## src/rtl/can_idle_monitor.sv

```systemverilog
// CAN bus-idle / interframe monitor: resolves sampled bits (1- or 3-sample majority),
// tracks consecutive recessive bits and counts bus-off recovery sequences.
module can_idle_monitor #(
    parameter int IDLE_BITS     = 11,
    parameter int RECOVERY_SEQS = 128,
    parameter int RUN_W         = $clog2(IDLE_BITS + 1),
    parameter int SEQ_W         = $clog2(RECOVERY_SEQS + 1)
) (
    input  logic             clk,
    input  logic             reset,
    input  logic             dIn,
    input  logic             samplePulse,
    input  logic             rateSelector,
    input  logic             busOffMode,
    output logic             bitValid,
    output logic             bitVal,
    output logic [RUN_W-1:0] runCount,
    output logic [SEQ_W-1:0] recoveryCount,
    output logic             interframePeriod,
    output logic             busOffRecovered
);

    typedef enum logic [1:0] {SMP0, SMP1, SMP2} smp_e;

    localparam logic [RUN_W-1:0] RUN_FULL = RUN_W'(IDLE_BITS);
    localparam logic [RUN_W-1:0] RUN_LAST = RUN_W'(IDLE_BITS - 1);
    localparam logic [SEQ_W-1:0] SEQ_FULL = SEQ_W'(RECOVERY_SEQS);

    smp_e             state_q, state_d;
    logic             s0_q, s0_d, s1_q, s1_d;
    logic             valid_q, valid_d, val_q, val_d;
    logic [RUN_W-1:0] run_q, run_d;
    logic [SEQ_W-1:0] rec_q, rec_d;
    logic             ifp_q, ifp_d, rcv_q, rcv_d, bus_off_q;
    logic             bo_fall, bo_rise;

    assign bo_fall = bus_off_q && !busOffMode;
    assign bo_rise = !bus_off_q && busOffMode;

    // The 3-sample path is implied by leaving SMP0, so the latched rate lives in the state itself.
    always_comb begin
        // NOTE: every variable gets a default first so no path can infer a latch.
        state_d = state_q;
        s0_d    = s0_q;
        s1_d    = s1_q;
        valid_d = 1'b0;
        val_d   = val_q;
        if (samplePulse) begin
            case (state_q)
                SMP0: begin
                    s0_d = dIn;
                    if (rateSelector) begin
                        state_d = SMP1;
                    end else begin
                        valid_d = 1'b1;
                        val_d   = dIn;
                    end
                end
                SMP1: begin
                    s1_d    = dIn;
                    state_d = SMP2;
                end
                SMP2: begin
                    valid_d = 1'b1;
                    val_d   = (s0_q & s1_q) | (s0_q & dIn) | (s1_q & dIn);
                    state_d = SMP0;
                end
                default: state_d = SMP0;
            endcase
        end
    end

    // Bus-off mode edges take priority over the bit being consumed in the same cycle.
    always_comb begin
        run_d = run_q;
        rec_d = rec_q;
        if (bo_fall) begin
            run_d = '0;
            rec_d = '0;
        end else if (bo_rise) begin
            run_d = '0;
        end else if (valid_q) begin
            if (!val_q) begin
                run_d = '0;
            end else if (!busOffMode) begin
                if (run_q != RUN_FULL) run_d = run_q + RUN_W'(1);
            end else if (run_q == RUN_LAST) begin
                run_d = '0;
                if (rec_q != SEQ_FULL) rec_d = rec_q + SEQ_W'(1);
            end else begin
                run_d = run_q + RUN_W'(1);
            end
        end
        rcv_d = bo_fall ? 1'b0 : (rcv_q | (rec_d == SEQ_FULL));
        ifp_d = (run_d == RUN_FULL) && !busOffMode;
    end

    // NOTE: sequential state uses non-blocking assignments so all registers update together.
    always_ff @(posedge clk or posedge reset) begin
        if (reset) begin
            state_q   <= SMP0;
            s0_q      <= 1'b0;
            s1_q      <= 1'b0;
            valid_q   <= 1'b0;
            val_q     <= 1'b0;
            run_q     <= '0;
            rec_q     <= '0;
            ifp_q     <= 1'b0;
            rcv_q     <= 1'b0;
            bus_off_q <= 1'b0;
        end else begin
            state_q   <= state_d;
            s0_q      <= s0_d;
            s1_q      <= s1_d;
            valid_q   <= valid_d;
            val_q     <= val_d;
            run_q     <= run_d;
            rec_q     <= rec_d;
            ifp_q     <= ifp_d;
            rcv_q     <= rcv_d;
            bus_off_q <= busOffMode;
        end
    end

    assign bitValid         = valid_q;
    assign bitVal           = val_q;
    assign runCount         = run_q;
    assign recoveryCount    = rec_q;
    assign interframePeriod = ifp_q;
    assign busOffRecovered  = rcv_q;

endmodule

```

## config.mk

```make
export PLATFORM = sky130hd
export DESIGN_NAME = can_idle_monitor
export DESIGN_NICKNAME = d
export VERILOG_FILES = /design/src/rtl/can_idle_monitor.sv
export SDC_FILE = /design/constraint.sdc
export NUM_CORES = 1
export LEC_CHECK = 0
export ABC_AREA = 1
export CAP_MARGIN = 20
export CORE_AREA = 4 4 71 73
export DETAILED_ROUTE_END_ITERATION = 16
export DIE_AREA = 0 0 75 77
export GPL_TIMING_DRIVEN = 0
export PLACE_DENSITY = 0.58
export SLEW_MARGIN = 20
export SYNTH_ARGS = -nofsm -noshare
export SYNTH_HDL_FRONTEND = slang
export SYNTH_SLANG_ARGS = --single-unit
```

## constraint.sdc

```tcl
create_clock -name clk -period 1.6 [get_ports clk]
set_input_delay 0.24 -clock clk [delete_from_list [all_inputs] [get_ports clk]]
set_output_delay 0.24 -clock clk [all_outputs]
set_load 0.01 [all_outputs]
```

==> impl_metrics.json <==
{
  "min_period_ns": 1.62,
  "power_density_mw_per_mm2": 735,
  "yosysTopAreaCell": "dfrtp_1",
  "pin_count": 22,
  "clock_latency_ns": 0.27,
  "totalWireLength_mm": 3.05,
  "rr_worst_depth": 12,
  "avgSynthCellArea_sq_um": 7.76,
  "grt_max_degree": 22,
  "synth_warnings": 0,
  "slew_headroom_pct": 45.5,
  "crit_path_start_kind": "flip-flop",
  "dp_hpwl_mm": 2.12,
  "drc": 0,
  "synthArstFlopShare_pct": 100,
  "worstPathArrival_ns": 1.82,
  "synth_edf_count": 0,
  "dp_cells": 239,
  "p_total_mw": 1.30,
  "vias_per_cell": 4.67,
  "hp-class": "input pin to flip-flop",
  "die_h_microns": 77,
  "synth_nets": 176,
  "min_path_cells": 1,
  "fmax_mhz": 618,
  "syn_inst": 166,
  "violations": "negative setup slack",
  "setup_violations": 1,
  "grt_pass1_vias": 1115,
  "post_dp_cell_area_sq_mm": 0.00156,
  "clock_sinks": 21,
  "synth_most_common_cell": "nand2_1",
  "port-buffer-count": 21,
  "final_nets": 212,
  "cp_max_fo": 4,
  "antennaDiodeCount": 0,
  "tightest_slew_ns": 0.816,
  "start_util_pct": 29.6,
  "drt_iter0_markers": 62,
  "place_ws_ns": -0.400,
  "final_util_pct": 40.5,
  "stdcell_count": 253,
  "synth_seq_cells": 21,
  "grt_setup_unrepaired": "yes",
  "fin_crit_sh_pct": 101,
  "final.setup.tns_ns": -0.0169,
  "rows": 24,
  "end_kind": "flip-flop",
  "synth_area_sq_mm": 0.00129,
  "grt_overflow": 0,
  "antenna_found_initial": 0,
  "holdWs_ns": 0.397,
  "cts_root_buf": "clkbuf_8",
  "setup_slack_ns": -0.0169,
  "core_area_sq_mm": 0.00435,
  "slew_viol_final": 0,
  "rrSetupSlack_ns": -0.02,
  "post_drt_wl_per_cell_microns": 12.1,
  "die_x_microns": 75,
  "clock_skew_ns": 0.00145,
  "cts.path.max_buffers": 2,
  "area_growth_pct": 37.0,
  "antenna_left": 0,
  "p_leak_nw": 0.842,
  "num_vias": 1181,
  "drive_gt1_share_pct": 25.4,
  "required_ns": 1.80,
  "status": "finished, violations left",
  "hold_violations": 0,
  "hold_buffers": 0,
  "fin_area_sq_mm": 0.00176,
  "fillers": 445,
  "yosys.area.top_type_share_pct": 40.8,
  "yosys_most_used_dff": "dfrtp_1",
  "drv_cap": 0,
  "synth_cell_types": 26,
  "die_area_sq_mm": 0.00578,
  "htree_levels": 1,
  "cts-buffers-inserted": 3,
  "clkTransAtPathRegs_ns": 0.08,
  "ir_drop_mv": 0.435,
  "drt_first_pass_iters": 4,
  "grt_first_pass_wirelength_mm": 5.05,
  "cts_tree": "done",
  "grt_usage_pct": 11.1,
  "synth_common_cells": "nand2_1, inv_1, dfrtp_1, nand3_1, nor2_1",
  "crit_type": "flip-flop to flip-flop",
  "seq_area_frac_synth_pct": 40.8,
  "synthTopCellsByArea": "dfrtp_1, nand2_1, inv_1",
  "gp_congestion": 0.816
}
==> cells in the final DEF (no fill, tap or decap), types with 2 or more instances in the layout <==
cell type	instances
buf_4	8
clkbuf_8	3
nor2_4	4
nand2_1	32
o21ai_1	4
dfrtp_1	19
buf_6	2
dfrtp_2	2
nand2_2	4
dlygate4sd2_1	3
ha_4	3
a21oi_1	6
o21ai_2	2
o21ai_0	4
inv_1	23
nand3_2	5
inv_2	6
a31oi_1	2
clkdlybuf4s50_1	18
nor2_1	9
nand4_1	6
nand3b_1	2
nor2_2	8
nand3_1	16
==> worst paths after layout <==
path / startpoint / endpoint
min in group asynchronous: reset / recoveryCount[7]
worst max-delay path: recoveryCount[0] / busOffRecovered
worst min-delay path: busOffMode / bus_off_q
worst max register to register: recoveryCount[0] / busOffRecovered
max in group asynchronous: reset / runCount[3]
worst min register to register: s1_q / s1_q
==> worst max-delay path: stages (launching register included) <==
cell and delay (ns):
dfrtp_1 0.38, inv_1 0.07, ha_1 0.20, nand2_1 0.08, nor2_2 0.04, nand2_2 0.08, buf_4 0.11, nand3_1 0.06
nand3_1 0.10, nand2_1 0.07, nor2_2 0.13, nand2_1 0.09, a21oi_2 0.13
==> state kept, by name, indices dropped and copies added (netlist names) <==
register / count
bitValid: 1
bus_off_q: 1
recoveryCount: 8
state_q: 2
s1_q: 1
runCount: 4
s0_q: 1
interframePeriod: 1
busOffRecovered: 1
bitVal: 1
==> logic make-up after synthesis <==
logic type,Yosys count,share of synthesized area (%)
simple gates,87,35.8
buf+inv,31,9.13
compound gates,22,9.72
flops,21,40.8
fa+ha+maj,4,3.89
xor+xnor,1,0.680
==> power breakdown <==
part           internal (mW)  switching [mW]  total (mW)
Combinational          0.132           0.160       0.293
Sequential             0.582          0.0564       0.638
Clock                  0.174           0.191       0.366
Total                  0.888           0.408        1.30
==> per-layer routing <==
layer  GRT usage, %  vias to the layer above  wire [microns]
met1           16.3                      542            1530
met4           2.67                        0              27
met5              0                        -               0
met3           2.75                        2             124
met2           16.2                       25            1370
li1               -                      612               -
==> area by class of cell <==
class,instances,area [sq um],area share [%]
Clock buffer,3,41.3,2.34
Multi-Input combinational cell,115,723,41.0
Buffer,1,7.51,0.426
Tap cell,52,65.1,3.69
Inverter,30,113,6.38
Timing Repair Buffer,30,282,16.0
Clock inverter,1,5.00,0.284
Sequential cell,21,528,29.9
==> repair_timing <==
action                     in CTS  in global routing
gates cloned                    0                  1
setup buffers                   7                  2
resized for setup              12                 15
pin swaps                       9                  9
setup endpoints to repair       4                  5
No activity file was read; power rests on OpenSTA's default activity.
